## config.mk

```make
export PLATFORM = sky130hd
export DESIGN_NAME = comm_frame_ctrl
export DESIGN_NICKNAME = d
export VERILOG_FILES = /design/src/rtl/comm_pkg.sv /design/src/rtl/comm_word_assembler.sv /design/src/rtl/comm_frame_ctrl.sv
export SDC_FILE = /design/constraint.sdc
export NUM_CORES = 1
export LEC_CHECK = 0
export CORE_MARGIN = 3
export CORE_UTILIZATION = 40
export CTS_CLUSTER_SIZE = 40
export DETAILED_ROUTE_END_ITERATION = 6
export PLACE_DENSITY = 0.7
export SLEW_MARGIN = 20
export SYNTH_ARGS = -nofsm -noshare
export SYNTH_HDL_FRONTEND = slang
export SYNTH_SLANG_ARGS = --single-unit
```

## constraint.sdc

```tcl
create_clock -name clk -period 5.9 [get_ports clk]
set_clock_uncertainty 0.2 [all_clocks]
set_input_delay 1.475 -clock clk [delete_from_list [all_inputs] [get_ports clk]]
set_output_delay 1.475 -clock clk [all_outputs]
set_load 0.02 [all_outputs]
```

## src/rtl/comm_pkg.sv

```systemverilog
// Shared constants and FSM state type for the UART command frame controller.
package comm_pkg;

   localparam logic [7:0] TYPE_WRITE = 8'h01;
   localparam logic [7:0] TYPE_STEP  = 8'h02;
   localparam logic [7:0] TYPE_RANGE = 8'h03;
   localparam logic [7:0] TYPE_PING  = 8'h04;

   localparam logic [7:0] ACK = 8'h06;
   localparam logic [7:0] NAK = 8'h15;

   localparam logic [11:0] STEP_RST  = 12'd1;
   localparam logic [11:0] RANGE_RST = 12'hfff;

   typedef enum logic [3:0] {
      ST_IDLE,
      ST_TYPE,
      ST_ADDR_HI,
      ST_ADDR_LO,
      ST_DATA,
      ST_CFG_HI,
      ST_CFG_LO,
      ST_DRAIN,
      ST_RESP
   } state_t;

endpackage

```

## src/rtl/comm_word_assembler.sv

```systemverilog
// Shifts received bytes MSB-first into a table word and pulses word_done
// the cycle after the word's last byte; word holds steady until the next word.
module comm_word_assembler #(
   parameter int unsigned OUTPUT_WIDTH = 16
) (
   input  logic                    clk,
   input  logic                    reset_n,
   input  logic                    clear,
   input  logic                    byte_valid,
   input  logic [7:0]              byte_data,
   output logic                    word_done,
   output logic [OUTPUT_WIDTH-1:0] word
);

   localparam int unsigned BPW = OUTPUT_WIDTH / 8;

   logic [OUTPUT_WIDTH-1:0] shift_reg;
   logic [OUTPUT_WIDTH-1:0] shifted;
   logic [1:0]              byte_idx;

   assign shifted = (shift_reg << 8) | OUTPUT_WIDTH'(byte_data);

   always_ff @(posedge clk or negedge reset_n) begin
      if (!reset_n) begin
         shift_reg <= '0;
         byte_idx  <= '0;
         word      <= '0;
         word_done <= 1'b0;
      end else begin
         word_done <= 1'b0;
         if (clear) begin
            shift_reg <= '0;
            byte_idx  <= '0;
         end else if (byte_valid) begin
            if (byte_idx == 2'(BPW - 1)) begin
               word      <= shifted;
               word_done <= 1'b1;
               shift_reg <= '0;
               byte_idx  <= '0;
            end else begin
               shift_reg <= shifted;
               byte_idx  <= byte_idx + 2'd1;
            end
         end
      end
   end

endmodule

```

## src/rtl/comm_frame_ctrl.sv

```systemverilog
// Length-prefixed command frame parser: table writes, step/range updates,
// one ACK/NAK per frame, inter-byte timeout recovery.
module comm_frame_ctrl
   import comm_pkg::*;
#(
   parameter int unsigned OUTPUT_WIDTH   = 16,
   parameter int unsigned TIMEOUT_CYCLES = 1000000
) (
   input  logic                    clk,
   input  logic                    reset_n,
   input  logic                    rx_valid,
   input  logic [7:0]              rx_data,
   input  logic                    tx_busy,
   output logic                    tx_send,
   output logic [7:0]              tx_data,
   output logic                    wr_enable,
   output logic [11:0]             wr_addr,
   output logic [OUTPUT_WIDTH-1:0] wr_data,
   output logic [11:0]             step,
   output logic [11:0]             range,
   output logic                    overrun
);

   localparam int unsigned BPW = OUTPUT_WIDTH / 8;
   localparam int unsigned CW  = $clog2(TIMEOUT_CYCLES);
   localparam logic [CW-1:0] TO_LAST = CW'(TIMEOUT_CYCLES - 2);

   state_t          state, next_state;
   logic [7:0]      rem;
   logic [7:0]      next_resp;
   logic [CW-1:0]   idle_cnt;
   logic [3:0]      addr_hi;
   logic [3:0]      cfg_hi;
   logic            cfg_range;
   logic            timeout_hit;
   logic            write_len_ok;
   logic            last_byte;
   logic            in_frame;
   logic [7:0]      pay_len;

   assign in_frame     = (state != ST_IDLE) && (state != ST_RESP);
   assign last_byte    = (rem == 8'd1);
   assign pay_len      = rem - 8'd3;
   assign write_len_ok = (rem > 8'd3) && ((pay_len % 8'(BPW)) == 8'd0);
   // A byte arriving on the expiry cycle wins, so the timeout needs !rx_valid.
   assign timeout_hit  = in_frame && !rx_valid && (idle_cnt == TO_LAST);

   comm_word_assembler #(.OUTPUT_WIDTH(OUTPUT_WIDTH)) u_asm (
      .clk        (clk),
      .reset_n    (reset_n),
      .clear      (timeout_hit || (state == ST_IDLE)),
      .byte_valid (rx_valid && (state == ST_DATA)),
      .byte_data  (rx_data),
      .word_done  (wr_enable),
      .word       (wr_data)
   );

   always_ff @(posedge clk or negedge reset_n) begin
      if (!reset_n) state <= ST_IDLE;
      else          state <= next_state;
   end

   always_comb begin
      next_state = state;
      next_resp  = ACK;
      case (state)
         ST_IDLE:    if (rx_valid && (rx_data != 8'd0)) next_state = ST_TYPE;
         ST_TYPE:
            if (rx_valid) begin
               if ((rx_data == TYPE_WRITE) && write_len_ok)
                  next_state = ST_ADDR_HI;
               else if (((rx_data == TYPE_STEP) || (rx_data == TYPE_RANGE)) && (rem == 8'd3))
                  next_state = ST_CFG_HI;
               else if ((rx_data == TYPE_PING) && last_byte)
                  next_state = ST_RESP;
               else begin
                  next_resp  = NAK;
                  next_state = last_byte ? ST_RESP : ST_DRAIN;
               end
            end
         ST_ADDR_HI: if (rx_valid) next_state = ST_ADDR_LO;
         ST_ADDR_LO: if (rx_valid) next_state = ST_DATA;
         ST_DATA:    if (rx_valid && last_byte) next_state = ST_RESP;
         ST_CFG_HI:  if (rx_valid) next_state = ST_CFG_LO;
         ST_CFG_LO:  if (rx_valid) next_state = ST_RESP;
         ST_DRAIN:
            if (rx_valid && last_byte) begin
               next_resp  = NAK;
               next_state = ST_RESP;
            end
         ST_RESP:    if (tx_send) next_state = ST_IDLE;
         default:    next_state = ST_IDLE;
      endcase
      if (timeout_hit) begin
         next_resp  = NAK;
         next_state = ST_RESP;
      end
   end

   // The final word's write lands in the first RESP cycle; the send waits past it.
   always_comb begin
      tx_send = (state == ST_RESP) && !tx_busy && !wr_enable;
   end

   always_ff @(posedge clk or negedge reset_n) begin
      if (!reset_n) begin
         rem       <= '0;
         idle_cnt  <= '0;
         addr_hi   <= '0;
         cfg_hi    <= '0;
         cfg_range <= 1'b0;
         wr_addr   <= '0;
         step      <= STEP_RST;
         range     <= RANGE_RST;
         tx_data   <= '0;
         overrun   <= 1'b0;
      end else begin
         if (rx_valid && (state == ST_IDLE))
            rem <= rx_data;
         else if (rx_valid && in_frame)
            rem <= rem - 8'd1;

         if (rx_valid || !in_frame) idle_cnt <= '0;
         else                       idle_cnt <= idle_cnt + 1'b1;

         if (rx_valid && (state == ST_TYPE))    cfg_range <= (rx_data == TYPE_RANGE);
         if (rx_valid && (state == ST_ADDR_HI)) addr_hi   <= rx_data[3:0];
         if (rx_valid && (state == ST_CFG_HI))  cfg_hi    <= rx_data[3:0];

         if (rx_valid && (state == ST_ADDR_LO)) wr_addr <= {addr_hi, rx_data};
         else if (wr_enable)                    wr_addr <= wr_addr + 12'd1;

         if (rx_valid && (state == ST_CFG_LO)) begin
            if (cfg_range) range <= {cfg_hi, rx_data};
            else           step  <= {cfg_hi, rx_data};
         end

         if ((next_state == ST_RESP) && (state != ST_RESP)) tx_data <= next_resp;
         if (rx_valid && (state == ST_RESP))                overrun <= 1'b1;
      end
   end

endmodule

```

==> results of run 1 <==
[final cells by class]
cell class              instances  area share
flip-flops and latches        108       0.433
multi-input cells             331       0.359
repair buffers                 75       0.117
clock buffers                   9      0.0358
well taps                     168      0.0335
inverters                      19      0.0114
clock inverters                 7      0.0108
[worst paths after layout]
check,cells past startpoint,end,from,slack [ns]
max in group asynchronous,2,state[0]$_DFF_PN0_,reset_n,3.41
worst min-delay path,1,tx_data[2]$_DFFE_PN0P_,tx_data[2]$_DFFE_PN0P_,0.28
worst max register to register,4,u_asm.word[13]$_DFFE_PN0P_,state[2]$_DFF_PN0_,3.52
worst min register to register,1,tx_data[2]$_DFFE_PN0P_,tx_data[2]$_DFFE_PN0P_,0.28
min in group asynchronous,1,u_asm.word[14]$_DFFE_PN0P_,reset_n,0.98
worst max-delay path,3,tx_send,tx_busy,1.48
[metrics by stage]
stage	setup slack (ns)	total power, W	utilization
6_report	1.48	0.00309	0.510
4_1_cts	1.48	0.00313	0.510
3_5_place_dp	1.50	0.00253	0.487
5_1_grt	1.37	0.00329	0.510
3_3_place_gp	1.50	0.00249	0.487
2_1_floorplan	2.25	0.00200	-
[cell families (layout without fill, tap and decap cells)]
| logic type | after synthesis | after routing | synth area share |
|---|---|---|---|
| buf+inv | 45 | 110 | 0.0390 |
| fa+ha+maj | 6 | 6 | 0.0145 |
| compound gates | 85 | 85 | 0.102 |
| flops | 108 | 108 | 0.527 |
| xor+xnor | 25 | 25 | 0.0424 |
| other cells | 1 | 4 | 0.000726 |
| mux | 47 | 47 | 0.102 |
| simple gates | 164 | 164 | 0.173 |
[report_power, final]
part	total, W	internal [W]	switching [W]
Sequential	0.00128	0.00103	0.000251
Clock	0.000586	0.000297	0.000289
Combinational	0.00123	0.000604	0.000625
[layer usage]
| layer | global-route usage | part of all wire | vias to the layer above |
|---|---|---|---|
| met3 | 0.0481 | 0.056 | 11 |
| met2 | 0.284 | 0.49 | 87 |
| li1 | - | - | 1831 |
| met1 | 0.226 | 0.45 | 1883 |
| met4 | 0.0387 | 0.0066 | 0 |
| met5 | 0 | 0 | - |
[cell usage in the layout (no fill, tap or decap), types with 11 or more instances in the layout]
cell type        count
dfrtp_1             95
clkdlybuf4s50_1     69
mux2_2              45
nand2_1             40
o21ai_0             38
nor2_1              33
nor3_1              19
inv_1               19
xnor2_1             16
a21oi_1             14
dfstp_2             13
nand4_1             12
nand3_1             11
==> results.md, run 1 <==
- Status: finished clean
- Top Family by Delay on Critical Path: buffers and inverters
- Starting Density: 0.419
- CTS tree: yes
- Peak VDD IR: approximately 200 uV
- Startpoint Class: input pin
- Warnings, synthesis: 0
- Row count: 40
- Dpl cell area: 5990 um^2
- Worst path slowest cell: clkdlybuf4s50_1
- Die Y: 120 um
- Setup Viol. Count Final: 0
- Worst Setup End Kind: output pin
- Hold Slack: 0.280 ns
- Yosys top cell area share: 0.460
- Delay of the slowest critical-path stage: 0.64 ns
- CTS H-tree depth: 3
- Least-Margin Pin Slew: 0.741 ns
- Antenna violations before repair: 0
- Filler cell count in the final layout: 1119
- GRT Overall Usage: 0.172
- Max-cap violations: 0
- #FFs+latches synth: 108
- Fin crit share: 0.750
- Vias in the first global route: approximately 3900
- Placed Cells: 701
- Routed wire length per instance: 16.4 um
- Post-Syn Area: about 5200 um^2
- Vias per inst: 5.32
- Clock root cell: clkbuf_16
- First-pass GRT wire length: 19700 um
- Cell variety after synth: between 50 and 60
- Critical Path Most Common Cell: clkdlybuf4s50_1
- Slew Viols, Final: 0
- Fmax: 0.226 GHz
- Clk sink count: 108
- Post-detail-place hpwl: approximately 8300 um
- Max reg flops: 20
- Critical path data arrival time: around 2.8 ns
- Grt total ovfl: 0
- Top-count cell post-synth: dfrtp_1
- Largest net degree at the start of global routing: 61
- Post-route cell area: 6280 um^2
- Total CTS buffers: 9
- IO Port Bufs: 70
- Pwr Density: 493 nW/um^2
- Hold Path Class: flop to flop
- Fin cells: 717
- RSZ-0062 raised after global routing: false
- Die width: 120 um
- Combined area of the multi-input logic cells: ~2300 um^2
- 1st-iter DRT viols: a little under 300
- Fin crit period: 4.42 ns
- Layout area overhead: 21.7%
- # hold bufs at CTS: 0
- Largest regs: idle_cnt: 20 flops, u_asm.word: 16 flops
- Top cells by area, synth: dfrtp_1 (46%), mux2_2 (9.8%), dfstp_2 (6.6%), o21ai_0 (3.7%), nand2_1 (2.9%)
- TNS Setup: 0 ns
- Critical Path RT: 4.22 ns
- Gate Count Post-Synth: 481
- Final hold violations: 0
- CP Buf/Inv Count: 2
- Cell taking the most area after synthesis: dfrtp_1
- Ant. Diodes: 0
- Setup Buffers After CTS: 0
- Register area share after synthesis: 0.527
- Die area: 14300 um^2
- Synthesized area per cell: 10.7 um^2
- Via count: around 3800
- Clock latency on the worst-skew pair: ~0.36 ns
- Layout cells sized above 1: 0.168
- Clock Tree Buf Depth: 2
- Worst path cell trace: clkdlybuf4s50_1 > nor3_1 > clkdlybuf4s50_1
- Post-DRT Antenna Nets: 0
- Critical setup path kind: input pin to output pin
- Crit path max fanout: 2
- Routed WL: 11700 um
- Post-synth top cells: dfrtp_1 (95), mux2_2 (45), nand2_1 (40)
- Max_slew headroom: 0.506
- # DRC: 0
- Sequential cell area: 2720 um^2
- Number of top-level pins: 75
- Reg with most FFs: idle_cnt
- Placer Congestion: 0.898
- Initial DRT Pass Iterations: 4
- Synth Flop Type: dfrtp_1
- Reg clk slew, reported paths: around 0.070 ns
- Pleak: 2.53 nW
- Area of the core: 12300 um^2
- Ys async rst share: 1.00
- EDFF count, synth: 0
- Nets: 562
- Post-cts sizing count: 0
No activity file was read; power rests on OpenSTA's default activity.
==> run 2: changes to the inputs <==
Clock period 5.9 ns to 4.5 ns, I/O delays scaled along.
==> results.md, run 2 (synthesis results as in run 1) <==
- TNS Setup: 0 ns (unchanged)
- P_int: 0.00260 W (+35%)
- Comb power frac: 0.397 (about the same)
- Grt total ovfl: 0 (unchanged)
- Antenna violations before repair: 0 (unchanged)
- Status: finished clean
- Vias in the first global route: 3873 (+0.36%)
- RSZ-0062 raised after global routing: false
- Clock network power share: 0.195 (+0.006)
- Clock Tree Buf Depth: 2 (unchanged)
- Post-route cell area: 6320 um^2 (+0.52%)
- Startpoint Class: input pin
- Area of the core: 12300 um^2 (unchanged)
- P_sw: 0.00151 W (+29%)
- Slew Viols, Final: 0 (unchanged)
- Dpl cell area: 6010 um^2 (+0.38%)
- Max reg flops: 20 (unchanged)
- Least-Margin Pin Slew: 0.772 ns (+0.0309 ns)
- Die Y: 120 um (unchanged)
- Fin cells: 720 (+0.42%)
- 1st-iter DRT viols: 496 (+69%)
- Reg power frac: 0.408 (-0.005)
- CP Buf/Inv Count: 2 (unchanged)
- Crit path max fanout: 2 (unchanged)
- Pwr Density: 650 nW/um^2 (+32%)
- Hold Slack: 0.284 ns (+0.00350 ns)
- GRT Overall Usage: 0.172 (+0.000297)
- Routed WL: 11900 um (+1.1%)
- Peak VDD IR: 287 uV (+43%)
- Fmax: 0.267 GHz
- Row count: 40 (unchanged)
- # hold bufs at CTS: 0 (unchanged)
- Number of top-level pins: 75 (unchanged)
- Ant. Diodes: 0 (unchanged)
- CTS H-tree depth: 3 (unchanged)
- Post-cts sizing count: 0 (unchanged)
- Clock latency on the worst-skew pair: 0.35 ns (about the same)
- Max-cap violations: 0 (unchanged)
- Placed Cells: 704 (+0.43%)
- Die width: 120 um (unchanged)
- WL met2: 5680 um (-0.51%)
- Critical setup path kind: input pin to output pin
- Critical path data arrival time: 2.42 ns (-0.33 ns)
- Via count: 3910 (+2.6%)
- Layout cells sized above 1: 0.168 (+0.000901)
- Starting Density: 0.419 (unchanged)
- Fin crit share: 0.832
- Highest metal used: met4
- Layout area overhead: 22.3%
- Commonest non-fill, non-tap cell in the layout: dfrtp_1
- Critical Path Most Common Cell: clkdlybuf4s50_1
- Post-detail-place hpwl: 8240 um (-0.59%)
- Reg clk slew, reported paths: 0.07 ns (about the same)
- IO Port Bufs: 70 (unchanged)
- Critical Path RT: 3.17 ns (-1.05 ns)
- Delay of the slowest critical-path stage: 0.65 ns (about the same)
- Vias per inst: 5.43 (+2.1%)
- Worst path slowest cell: clkdlybuf4s50_1
- Largest net degree at the start of global routing: 63 (+3.3%)
- Post-DRT Antenna Nets: 0 (unchanged)
- Hold Path Class: flop to flop
- Routed length on met3: 895 um (+36%)
- Max_slew headroom: 0.485 (-0.0206)
- Filler cell count in the final layout: 1126 (+0.63%)
- Final hold violations: 0 (unchanged)
- Worst Setup End Kind: output pin
- Worst path cell trace: clkdlybuf4s50_1 > nor3_1 > clkdlybuf4s50_1
- Final Power: 0.00410 W (+33%)
- Met1 Wirelength: 5170 um (-2.3%)
- Placer Congestion: 0.870 (-3.2%)
- Fin crit period: ~3.7 ns
- Top Family by Delay on Critical Path: buffers and inverters
- Sequential cell area: 2720 um^2 (unchanged)
- Pleak: 2.55 nW (+0.68%)
- Die area: 14300 um^2 (unchanged)
- Nets: 565 (+0.53%)
- Setup Buffers After CTS: 0 (unchanged)
- First-pass GRT wire length: 19900 um (+1.0%)
- Reg with most FFs: idle_cnt
- Clk sink count: 108 (unchanged)
- Routed wire length per instance: 16.5 um (+0.70%)
- Initial DRT Pass Iterations: 5 (+1)
- Setup Viol. Count Final: 0 (unchanged)
- CTS tree: yes
- Most frequent cells in the layout: dfrtp_1 (95), clkdlybuf4s50_1 (69), mux2_2 (45), nand2_1 (40), o21ai_0 (38)
- Combined area of the multi-input logic cells: 2250 um^2 (unchanged)
- Net Sw Frac: 0.367 (-0.00916)
- # DRC: 0 (unchanged)
- Total CTS buffers: 9 (unchanged)
- Largest regs: idle_cnt: 20 flops, u_asm.word: 16 flops
- Clock root cell: clkbuf_16
-- run 2: cell types whose count changed in the layout (fill, tap and decap cells not counted) --
cell	before	now
clkinv_8	1	0
clkinv_2	1	0
inv_8	1	0
buf_4	6	9
bufinv_16	0	1
clkinv_4	2	1
clkbuf_8	0	1
clkbuf_1	0	2
-- run 2: final cells by class --
cell class,count,area share
flip-flops and latches,108,0.430
multi-input cells,331,0.357
repair buffers,78,0.120
clock buffers,12,0.0390
well taps,168,0.0333
inverters,19,0.0113
clock inverters,4,0.00891
-- run 2: stage by stage --
stage,worst slack [ns],utilization
after CTS,0.760,0.513
final,0.754,0.513
after global routing,0.696,0.513
after floorplan,1.53,-
after global placement,0.813,0.488
after detailed placement,0.776,0.488
-- run 2: power groups by stage --
stage / clock network, W / registers, W / logic (W)
after global placement: 0 / 0.00167 / 0.00159
after floorplan: 0 / 0.00185 / 0.000762
after global routing: 0.000863 / 0.00173 / 0.00176
after CTS: 0.000821 / 0.00168 / 0.00164
final: 0.000801 / 0.00168 / 0.00163
after detailed placement: 0 / 0.00169 / 0.00163
-- run 2: final timing paths --
| path | cells past startpoint | slack (ns) | endpoint | from |
|---|---|---|---|---|
| worst max-delay path | 3 | 0.75 | tx_send | tx_busy |
| worst min-delay path | 1 | 0.28 | tx_data[2]$_DFFE_PN0P_ | tx_data[2]$_DFFE_PN0P_ |
| worst max register to register | 4 | 2.11 | u_asm.word[5]$_DFFE_PN0P_ | state[3]$_DFF_PN0_ |
| worst min register to register | 1 | 0.28 | tx_data[2]$_DFFE_PN0P_ | tx_data[2]$_DFFE_PN0P_ |
| max in group asynchronous | 2 | 2.53 | range[9]$_DFFE_PN1P_ | reset_n |
| min in group asynchronous | 1 | 0.64 | u_asm.word[5]$_DFFE_PN0P_ | reset_n |
-- run 2: per-layer routing --
metal / global-route usage / vias to the layer above
li1: - / 1833
met1: 0.223 / 1928
met2: 0.283 / 139
met3: 0.0533 / 10
met4: 0.0429 / 0
met5: 0 / -
==> run 3: changes to the inputs <==
Settings changed: PLACE_DENSITY 0.7 to 0.72.
Clock period 4.5 ns to 3.25 ns, I/O delays scaled along.
==> results.md, run 3 (synthesis results as in run 1) <==
- P_sw: 0.00210 W (+40%)
- Starting Density: 0.419 (unchanged)
- Status: finished clean
- Antenna violations before repair: 0 (unchanged)
- Least-Margin Pin Slew: 0.667 ns (-0.105 ns)
- Slew Viols, Final: 0 (unchanged)
- Critical Path RT: 2.24 ns (-0.93 ns)
- Nets: 584 (+3.4%)
- Final Util: 0.524 (+0.0106)
- Fin crit period: 3.09 ns
- Net Sw Frac: 0.371 (+0.00338)
- Commonest non-fill, non-tap cell in the layout: dfrtp_1
- Grt total ovfl: 0 (unchanged)
- Reg clk slew, reported paths: 0.07 ns (about the same)
- Post-cts sizing count: 0 (unchanged)
- Max_slew headroom: 0.555 (+0.0699)
- IO Port Bufs: 70 (unchanged)
- Setup Viol. Count Final: 0 (unchanged)
- Routed WL: 12500 um (+5.1%)
- Clk sink count: 108 (unchanged)
- Comb power frac: 0.423 (+0.026)
- CTS H-tree depth: 3 (unchanged)
- Routed wire length per instance: 16.9 um (+2.4%)
- Worst Setup End Kind: output pin
- Max-cap violations: 0 (unchanged)
- Area of the core: 12300 um^2 (unchanged)
- CTS tree: yes
- Critical setup path kind: input pin to output pin
- Pleak: 2.64 nW (+3.5%)
- Fin cells: 739 (+2.6%)
- Setup Buffers After CTS: 0 (unchanged)
- Dpl cell area: 6170 um^2 (+2.6%)
- Final hold violations: 0 (unchanged)
- Clock root cell: clkbuf_16
- Post-detail-place hpwl: 8990 um (+9.2%)
- RSZ-0062 raised after global routing: false
- Largest regs: idle_cnt: 20 flops, u_asm.word: 16 flops
- Row count: 40 (unchanged)
- Placer Congestion: 0.937 (+7.7%)
- Post-DRT Antenna Nets: 0 (unchanged)
- Critical path data arrival time: 2.08 ns (-0.34 ns)
- Via count: 4014 (+2.7%)
- # hold bufs at CTS: 0 (unchanged)
- Vias per inst: 5.43 (about the same)
- Hold Path Class: flop to flop
- Reg with most FFs: idle_cnt
- Filler cell count in the final layout: 1123 (-0.27%)
- TNS Setup: 0 ns (unchanged)
- First-pass GRT wire length: 20300 um (+2.1%)
- Reg power frac: 0.397 (-0.011)
- Crit path max fanout: 2 (unchanged)
- Die Y: 120 um (unchanged)
- Max reg flops: 20 (unchanged)
- GRT Overall Usage: 0.176 (+0.00443)
- 1st-iter DRT viols: 488 (-1.6%)
- Largest net degree at the start of global routing: 51 (-19%)
- Total CTS buffers: 9 (unchanged)
- Die area: 14300 um^2 (unchanged)
- Peak VDD IR: 426 uV (+49%)
- Fin crit share: 0.951
- Startpoint Class: input pin
- Initial DRT Pass Iterations: 5 (unchanged)
- Post-route cell area: 6450 um^2 (+2.1%)
- Vias in the first global route: 3871 (-0.052%)
- Fmax: 0.323 GHz
- Die width: 120 um (unchanged)
- # DRC: 0 (unchanged)
- P_int: 0.00357 W (+38%)
- Clock latency on the worst-skew pair: 0.35 ns (about the same)
- Clock network power share: 0.180 (-0.015)
- Number of top-level pins: 75 (unchanged)
- Clock Tree Buf Depth: 2 (unchanged)
- Most frequent cells in the layout: dfrtp_1 (95), clkdlybuf4s50_1 (69), mux2_2 (45), nand2_1 (40), o21ai_0 (38)
- Placed Cells: 723 (+2.7%)
- Ant. Diodes: 0 (unchanged)
- Layout area overhead: 24.8%
- Layout cells sized above 1: 0.196 (+0.0277)
- Pwr Density: 880 nW/um^2 (+36%)
-- run 3: worst max-delay path: stages --
cell,delay (ns)
clkdlybuf4s50_1,0.42
nor3_1,0.21
clkdlybuf4s50_1,0.63
-- run 3: power groups by stage --
stage / Combinational, W / Clock, W / Sequential (W)
after floorplan: 0.00105 / 0 / 0.00257
after global placement: 0.00234 / 0 / 0.00225
after detailed placement: 0.00240 / 0 / 0.00227
after CTS: 0.00242 / 0.00105 / 0.00225
after global routing: 0.00260 / 0.00111 / 0.00232
final: 0.00240 / 0.00102 / 0.00225
-- run 3: layer usage --
layer,share of wire,wire length [um],track usage
met4,0.011,143,0.0444
met2,0.48,6030,0.280
met3,0.047,585,0.0396
met5,0,0,0
met1,0.46,5720,0.247
-- run 3: final cells by class --
type / count / area, um^2 / share of cell area
multi-input cells: 331 / 2250 / 0.350
repair buffers: 97 / 913 / 0.142
inverters: 19 / 71.3 / 0.0111
flip-flops and latches: 108 / 2720 / 0.422
clock inverters: 4 / 31.3 / 0.00485
clock buffers: 12 / 246 / 0.0382
well taps: 168 / 210 / 0.0326
-- run 3: path summary, 6_finish.rpt --
kind                                                   to  cells past startpoint  slack, ns                    from
worst min register to register     wr_addr[8]$_DFFE_PN0P_                      2       0.29  addr_hi[0]$_DFFE_PN0P_
min in group asynchronous       u_asm.word[9]$_DFFE_PN0P_                      1       0.30                 reset_n
worst max-delay path                              tx_send                      3       0.16                 tx_busy
worst min-delay path               wr_addr[8]$_DFFE_PN0P_                      2       0.29  addr_hi[0]$_DFFE_PN0P_
max in group asynchronous            range[8]$_DFFE_PN1P_                      2       1.83                 reset_n
worst max register to register     tx_data[1]$_DFFE_PN0P_                      5       1.01      rem[2]$_DFFE_PN0P_
-- run 3: per-stage QoR --
step,power (W),hold WS [ns],setup WS (ns)
2_1_floorplan,0.00362,0.244,0.596
3_3_place_gp,0.00459,0.262,0.178
3_5_place_dp,0.00468,0.275,0.104
4_1_cts,0.00572,0.292,0.152
5_1_grt,0.00602,0.324,0.105
6_report,0.00568,0.291,0.158
